File: src/rtl/fp_compare_pipe.sv
// fp_compare_pipe: two-stage pipelined magnitude comparator with a sideband tag.
// Stage 1 pre-transforms operands by mode and registers per-chunk gt/eq flags;
// stage 2 resolves the chunks MSB-first into one-hot gt/eq/lt output registers.
// Valid/ready backpressure, no skid buffer: in_ready is combinational from out_ready.

// Per-chunk unsigned compare slice.
module fp_compare_chunk #(
    parameter int CW = 7
) (
    input  logic [CW-1:0] a,
    input  logic [CW-1:0] b,
    output logic          gt,
    output logic          eq
);
    assign gt = (a > b);
    assign eq = (a == b);
endmodule

module fp_compare_pipe #(
    parameter int WIDTH = 28,
    parameter int CHUNK = 7,
    parameter int TAG_W = 4
) (
    input  logic             clk,
    input  logic             rst,
    input  logic             in_valid,
    output logic             in_ready,
    input  logic [WIDTH-1:0] in_a,
    input  logic [WIDTH-1:0] in_b,
    input  logic [1:0]       in_mode,
    input  logic [TAG_W-1:0] in_tag,
    output logic             out_valid,
    input  logic             out_ready,
    output logic             out_gt,
    output logic             out_eq,
    output logic             out_lt,
    output logic [TAG_W-1:0] out_tag
);
    localparam int NCHUNK = (WIDTH + CHUNK - 1) / CHUNK;
    localparam int PW     = NCHUNK * CHUNK;

    localparam logic [1:0] MODE_UNS = 2'b00;
    localparam logic [1:0] MODE_SGN = 2'b01;
    localparam logic [1:0] MODE_SM  = 2'b10;

    logic s1_valid, s2_valid, s1_adv, s2_adv;

    assign s2_adv    = !s2_valid || out_ready;
    assign s1_adv    = !s1_valid || s2_adv;
    assign in_ready  = s1_adv;
    assign out_valid = s2_valid;

    // Reserved mode folds onto unsigned so stage 2 only sees three modes.
    logic [1:0]       mode_n;
    logic [WIDTH-1:0] ta, tb;
    logic             both_zero;

    assign mode_n = (in_mode == 2'b11) ? MODE_UNS : in_mode;

    // Operand pre-transform: bias the sign for two's complement, strip it for sign-magnitude.
    always_comb begin
        ta = in_a;
        tb = in_b;
        if (mode_n == MODE_SGN) begin
            ta[WIDTH-1] = ~in_a[WIDTH-1];
            tb[WIDTH-1] = ~in_b[WIDTH-1];
        end else if (mode_n == MODE_SM) begin
            ta[WIDTH-1] = 1'b0;
            tb[WIDTH-1] = 1'b0;
        end
    end

    assign both_zero = (in_a[WIDTH-2:0] == '0) && (in_b[WIDTH-2:0] == '0);

    // Top chunk may be partial: zero-extend both operands the same way.
    logic [PW-1:0]     pa, pb;
    logic [NCHUNK-1:0] cgt, ceq;

    assign pa = PW'(ta);
    assign pb = PW'(tb);

    for (genvar k = 0; k < NCHUNK; k++) begin : g_chunk
        fp_compare_chunk #(.CW(CHUNK)) u_chunk (
            .a  (pa[k*CHUNK +: CHUNK]),
            .b  (pb[k*CHUNK +: CHUNK]),
            .gt (cgt[k]),
            .eq (ceq[k])
        );
    end

    logic [NCHUNK-1:0] s1_cgt, s1_ceq;
    logic [1:0]        s1_mode;
    logic              s1_sa, s1_sb, s1_bz;
    logic [TAG_W-1:0]  s1_tag;

    // Stage 1 register: capture chunk flags, signs and sideband on accept.
    always_ff @(posedge clk) begin
        if (rst) begin
            s1_valid <= 1'b0;
        end else if (s1_adv) begin
            s1_valid <= in_valid;
            if (in_valid) begin
                s1_cgt  <= cgt;
                s1_ceq  <= ceq;
                s1_mode <= mode_n;
                s1_sa   <= in_a[WIDTH-1];
                s1_sb   <= in_b[WIDTH-1];
                s1_bz   <= both_zero;
                s1_tag  <= in_tag;
            end
        end
    end

    logic ugt, ueq, r_gt, r_eq, r_lt;

    // Stage 2 resolve: the most significant differing chunk decides; then apply sign rules.
    always_comb begin
        ugt = 1'b0;
        for (int k = 0; k < NCHUNK; k++) begin
            if (!s1_ceq[k]) ugt = s1_cgt[k];
        end
        ueq  = &s1_ceq;
        r_gt = ugt;
        r_eq = ueq;
        r_lt = !ugt && !ueq;
        if (s1_mode == MODE_SM) begin
            if (s1_bz) begin
                r_gt = 1'b0;
                r_eq = 1'b1;
                r_lt = 1'b0;
            end else if (s1_sa != s1_sb) begin
                r_gt = !s1_sa;
                r_eq = 1'b0;
                r_lt = s1_sa;
            end else if (s1_sa) begin
                r_gt = !ugt && !ueq;
                r_lt = ugt;
            end
        end
    end

    // Stage 2 / output register: load a new result only when the consumer side can move.
    always_ff @(posedge clk) begin
        if (rst) begin
            s2_valid <= 1'b0;
            out_gt   <= 1'b0;
            out_eq   <= 1'b0;
            out_lt   <= 1'b0;
            out_tag  <= '0;
        end else if (s2_adv) begin
            s2_valid <= s1_valid;
            if (s1_valid) begin
                out_gt  <= r_gt;
                out_eq  <= r_eq;
                out_lt  <= r_lt;
                out_tag <= s1_tag;
            end
        end
    end
endmodule
File: config.mk
export PLATFORM = sky130hd
export DESIGN_NAME = fp_compare_pipe
export DESIGN_NICKNAME = d
export VERILOG_FILES = /design/src/rtl/fp_compare_pipe.sv
export SDC_FILE = /design/constraint.sdc
export NUM_CORES = 1
export LEC_CHECK = 0
export ABC_AREA = 1
export CORE_AREA = 3 3 68 70
export DETAILED_ROUTE_END_ITERATION = 8
export DIE_AREA = 0 0 71 73
export GPL_TIMING_DRIVEN = 0
export PLACE_DENSITY = 0.9
export SLEW_MARGIN = 20
export SYNTH_ARGS = -nofsm -noshare
export SYNTH_HDL_FRONTEND = slang
export SYNTH_SLANG_ARGS = --single-unit
File: constraint.sdc
create_clock -name clk -period 3.4 [get_ports clk]
set_input_delay 0.68 -clock clk [delete_from_list [all_inputs] [get_ports clk]]
set_output_delay 0.68 -clock clk [all_outputs]
set_load 0.02 [all_outputs]
==> results of run 1 <==
## flip-flops by register name, indices dropped and copies added (netlist names)
register	count
s1_valid	1
s1_tag	4
out_eq	1
s1_mode	2
out_tag	4
out_valid	1
s1_bz	1
s1_cgt	4
s1_sb	1
out_lt	1
s1_sa	1
s1_ceq	4
out_gt	1
## critical path, delay by kind of cell
family,cells,cell delay (ns)
buf+inv,3,1.12
simple gates,1,0.10
## Yosys cell counts
master / instances / area (um^2)
inv_1: 42 / 158
nand2_1: 37 / 139
ha_1: 28 / 350
nor2_1: 22 / 82.6
a21oi_1: 17 / 85.1
edfxtp_1: 17 / 510
nand3_1: 10 / 50.1
dfxtp_1: 9 / 180
inv_2: 7 / 26.3
nor3_1: 7 / 35.0
o21ai_0: 7 / 35.0
nand4_1: 6 / 37.5
nor4_1: 6 / 37.5
o21ai_1: 6 / 30.0
nand3b_1: 3 / 22.5
a31oi_1: 2 / 12.5
nand2_2: 2 / 12.5
nor2_2: 2 / 12.5
a211oi_1: 1 / 7.51
a21oi_4: 1 / 16.3
nand2_4: 1 / 11.3
nand3_2: 1 / 10.0
nor2_4: 1 / 11.3
nor4_2: 1 / 12.5
o21a_1: 1 / 7.51
or2_0: 1 / 6.26
xor2_1: 1 / 8.76
## cell families (layout without fill, tap and decap cells)
logic type,Yosys count,after routing,share of synthesized area [%]
and+or+nand+nor,100,100,25.2
xor gates and xnor gates,1,1,0.459
adders and majority gates,28,28,18.4
AOI/OAI and AO/OA,35,35,10.2
DFF,26,26,36.2
buffers and inverters,49,127,9.64
## final cells by class
type	count	area (um^2)	area share (%)
multi-input cells	164	1030	37.4
flip-flops and latches	26	691	25.0
inverters	49	184	6.65
repair buffers	74	741	26.8
clock buffers	4	55.1	1.99
well taps	50	62.6	2.26
## stage by stage
stage / setup WS [ns] / instances
after CTS: 0.810 / 367
after global routing: 0.768 / 367
after detailed placement: 0.817 / 363
after global placement: 0.814 / 363
final: 0.818 / 367
after floorplan: 1.53 / 239
## per-layer routing
metal / up-vias / track usage [%] / share of wire [%]
met5: - / 0 / 0
met4: 0 / 6.05 / 2.1
met3: 9 / 1.24 / 2.5
met2: 41 / 33.7 / 55
met1: 818 / 19.4 / 40
li1: 967 / - / -
## where the power goes
| part | switching, W | internal, W |
|---|---|---|
| combinational | 0.000104 | 0.000127 |
| sequential | 0.00000705 | 0.000354 |
| clock | 0.0000926 | 0.000104 |
## worst max-delay path by stage
stage	slack, ns	end	cells past startpoint	startpoint
after floorplan	1.53	s1_cgt[3]	8	in_mode[1]
after global placement	0.81	in_ready	4	out_ready
after detailed placement	0.82	in_ready	4	out_ready
after CTS	0.81	in_ready	4	out_ready
after global routing	0.77	in_ready	4	out_ready
final	0.82	in_ready	4	out_ready
==> results.md, run 1 <==
* Reg2reg path depth at 3
* Critical path data required time at 2.72 ns
* Vias in the first global route at 1752
* Min-Delay Endpoint: out_gt
* PnR Total Power at 0.000788 W
* Clock Pin Slew Worst Setup and Hold Paths at 0.08 ns
* First-pass GRT wire length at 7.25 mm
* Hold WC Path Type: reg -> reg
* Vias at 1835
* Syn Area/Cell at 7.98 um^2
* P&R area growth vs syn at 45.0%
* Share of cells above drive strength 1 at 6.31%
* Hold slack at 0.466 ns
* Crit start category: input port
* Max IR drop VDD at 0.000140 V
* Buffers on Ports at 74
* Synth warn at 0
* Distinct cell type count after synthesis at 27
* RePlAce Congestion at 0.968
* H-Tree Depth at 1
* PwrDens at 285 mW/mm^2
* Vias per std cell at 5.00
* Total grt overflow at 0
* Final Core Density at 68.7%
* Nets@finish at 412
* CP Class: in -> out
* Drt initial violations at 88
* Final Max Tran Viols at 0
* Post-CTS Resized at 0
* Syn Inst Count at 239
* First-pass DRT Iterations at 4
* R2R Path Start: s1_valid
* Cts hold-fix bufs at 0
* Setup tns final at 0 ns
* Max FO, Critical Path at 3
* Core Rows at 23
* RSZ-0062 raised after global routing: no
* Number of clock buffers inserted by TritonCTS at 3
* Routed len/inst at 12.1 um
* CP dominant cell by count: clkdlybuf4s50_1
* Largest net degree at the start of global routing at 18
* Worst-Skew Late Latency at 0.27 ns
* Post-synth net total at 333
* Status: finished, final reports clean
* Initial antenna violation count at 0
* Slew HR at 59.1%
* Worst-Margin Slew at 0.612 ns
* Synth Cell Area at 0.00191 mm^2
* DRC viols at 0
* Max Fclk at 387 MHz
* Most common cell after layout, fill and taps aside: clkdlybuf4s50_1
* Fill count at 314
* Dpl hpwl at 3.87 mm
* Leakage power at 1.24 nW
* #FFs+latches synth at 26
* Hold_sp: out_gt
* Setup Buffers After CTS at 0
* R2r setup slk at 2.02 ns
* Initial core utilization at 47.4%
* Setup Skew at 0.00923 ns
* Crit end category: primary output
* Clock Tree Buf Depth at 2
* CTS sink count at 26
* Die area at 0.00518 mm^2
* R2R Path End: s1_ceq[0]
* Final WL at 4.45 mm
* Die width at 71 um
* Critical path's slowest cell: clkdlybuf4s50_1
* Antenna-violating nets left at 0
* Core area at 0.00403 mm^2
* Commonest cells after routing, fill and taps aside: 74 x clkdlybuf4s50_1, 42 x inv_1, 37 x nand2_1
* Critical Path AT at 1.90 ns
* Post-synthesis sequential area ratio at 36.2%
* CP max stage delay at 0.61 ns
* Max cap viols at 0
* Die extent in y at 73 um
* Post-route cell area at 0.00277 mm^2
* ANT cells at 0
* Hold path depth at 2
* Final critical-path required period at 2.58 ns
* Total GRT Usage at 17.2%
* TritonCTS clock tree: built
* Final hold violation count at 0
* Worst-path cell chain: clkdlybuf4s50_1, inv_2, nand3_1, clkdlybuf4s50_1
* Placed inst area at 0.00271 mm^2
* CTS Root Cell: clkbuf_8
* Final period util at 76.0%
* IO Pins at 75
* Final setup viols at 0
Note: power is estimated with default switching activity, not from simulation.
==> inputs of run 2 (changes only) <==
--- a/config.mk
+++ b/config.mk
@@ -6,11 +6,11 @@
 export NUM_CORES = 1
 export LEC_CHECK = 0
 export ABC_AREA = 1
-export CORE_AREA = 3 3 68 70
+export CORE_AREA = 3 3 70 72
 export DETAILED_ROUTE_END_ITERATION = 8
-export DIE_AREA = 0 0 71 73
+export DIE_AREA = 0 0 73 75
 export GPL_TIMING_DRIVEN = 0
-export PLACE_DENSITY = 0.9
+export PLACE_DENSITY = 0.85
 export SLEW_MARGIN = 20
 export SYNTH_ARGS = -nofsm -noshare
 export SYNTH_HDL_FRONTEND = slang
==> constraint.sdc (replaced) <==
create_clock -name clk -period 2.7 [get_ports clk]
set_input_delay 0.54 -clock clk [delete_from_list [all_inputs] [get_ports clk]]
set_output_delay 0.54 -clock clk [all_outputs]
set_load 0.02 [all_outputs]
==> results.md, run 2 (same netlist as run 1, synthesis figures left out) <==
* ANT cells at 0
* R2r setup slk at 1.30 ns
* TritonCTS clock tree: built
* Final setup viols at 0
* Initial antenna violation count at 0
* Max IR drop VDD at 0.000180 V
* Crit start category: input port
* Die extent in y at 75 um
* Setup tns final at 0 ns
* Commonest cells after routing, fill and taps aside: 74 x clkdlybuf4s50_1, 42 x inv_1, 37 x nand2_1
* Share of cells above drive strength 1 at 5.99%
* Total grt overflow at 0
* Fill count at 365
* Max Fclk at 429 MHz
* Net Sw Frac at 26.2%
* Die width at 73 um
* PwrDens at 349 mW/mm^2
* Max cap viols at 0
* Nets@finish at 412
* First-pass GRT wire length at 7.37 mm
* Setup WS post-layout at 0.369 ns
* RSZ-0062 raised after global routing: no
* Final Max Tran Viols at 0
* Reg area at 691 um^2
* DRC viols at 0
* Antenna-violating nets left at 0
* Final period util at 86.3%
* CTS Root Cell: clkbuf_8
* Crit end category: primary output
* RePlAce Congestion at 0.888
* H-Tree Depth at 1
* Dpl ws at 0.357 ns
* Reg2reg path depth at 3
* Cell Count Post-Placement at 365
* Sequential power share at 47.1%
* Non-Filler Instances at 369
* P&R area growth vs syn at 44.6%
* Number of clock buffers inserted by TritonCTS at 3
* Comb pwr share at 30.1%
* CTS sink count at 26
* Final WL at 4.36 mm
* PnR Total Power at 0.000963 W
* Total GRT Usage at 16.9%
* Cts hold-fix bufs at 0
* Worst-Margin Slew at 0.624 ns
* Hold WC Path Type: reg -> reg
* Final hold violation count at 0
* Most common cell after layout, fill and taps aside: clkdlybuf4s50_1
* Vias at 1830
* Buffers on Ports at 74
* Critical path data required time at 2.16 ns
* Critical Path AT at 1.79 ns
* Setup Skew at 0.00120 ns
* Die area at 0.00548 mm^2
* Status: finished, final reports clean
* Critical path origin: out_ready
* Core area at 0.00435 mm^2
* Routed len/inst at 11.8 um
* Clk pwr share at 22.8%
* Final critical-path required period at 2.33 ns
* R2R Path Start: s1_valid
* Vias per std cell at 4.96
* Leakage power at 1.23 nW
* Clock Tree Buf Depth at 2
* Worst setup path endpoint: in_ready
* R2R Path End: s1_cgt[3]
* Post-CTS Resized at 0
* IO Pins at 75
* First-pass DRT Iterations at 4
* Slew HR at 58.3%
* Footprint of the multi-input gates at 0.00103 mm^2
* Clock Pin Slew Worst Setup and Hold Paths at 0.08 ns
* Max FO, Critical Path at 3
* CP Class: in -> out
* Drt initial violations at 55
* Worst-Skew Late Latency at 0.27 ns
* Final Core Density at 63.4%
* Initial core utilization at 43.8%
* Switching power total at 0.000252 W
* Largest net degree at the start of global routing at 18
* Vias in the first global route at 1858
* Setup Buffers After CTS at 0
* Internal power at 0.000710 W
* Dpl hpwl at 3.86 mm
* Core Rows at 24
==> run 2: cell count changes in the layout (fill, tap and decap cells not counted) <==
cell      before  now
clkbuf_1       0    1
clkbuf_8       4    3
==> run 2: routing by layer <==
metal	part of all wire (%)	track usage (%)	vias up
met5	0	0	-
met4	2.4	6.97	0
met3	4.4	2.80	9
met2	53	32.9	45
met1	40	18.0	815
li1	-	-	961
==> run 2: cell type report <==
type / count / share of cell area (%)
clock buffers: 4 / 1.63
inverters: 49 / 6.67
flip-flops and latches: 26 / 25.0
well taps: 52 / 2.36
multi-input cells: 164 / 37.5
repair buffers: 74 / 26.8
==> run 2: worst min path at each step <==
| stage | depth (start not counted) | end | start | slack [ns] |
|---|---|---|---|---|
| global placement | 2 | out_gt | out_gt | 0.46 |
| global route | 2 | out_lt | out_lt | 0.49 |
| floorplan | 2 | out_tag[0] | s1_tag[0] | 0.47 |
| CTS | 2 | out_lt | out_lt | 0.47 |
| finish | 2 | out_lt | out_lt | 0.47 |
| detailed placement | 2 | out_lt | out_lt | 0.46 |
==> run 2: power by group through the flow <==
| stage | clock network, W | logic [W] | registers (W) |
|---|---|---|---|
| after global routing | 0.000239 | 0.000328 | 0.000455 |
| after floorplan | 0 | 0.000129 | 0.000471 |
| after global placement | 0 | 0.000282 | 0.000462 |
| after CTS | 0.000220 | 0.000291 | 0.000454 |
| after detailed placement | 0 | 0.000290 | 0.000463 |
| final | 0.000219 | 0.000290 | 0.000454 |
==> run 2: critical path, cell delays in order <==
cell	delay [ns]
clkdlybuf4s50_1	0.48
inv_2	0.04
nand3_1	0.10
clkdlybuf4s50_1	0.62
==> run 2: per-stage QoR <==
| step | cell area, um^2 | hold WS, ns |
|---|---|---|
| 2_1_floorplan | 1910 | 0.467 |
| 3_3_place_gp | 2710 | 0.456 |
| 3_5_place_dp | 2710 | 0.457 |
| 4_1_cts | 2760 | 0.470 |
| 5_1_grt | 2760 | 0.487 |
| 6_report | 2760 | 0.468 |
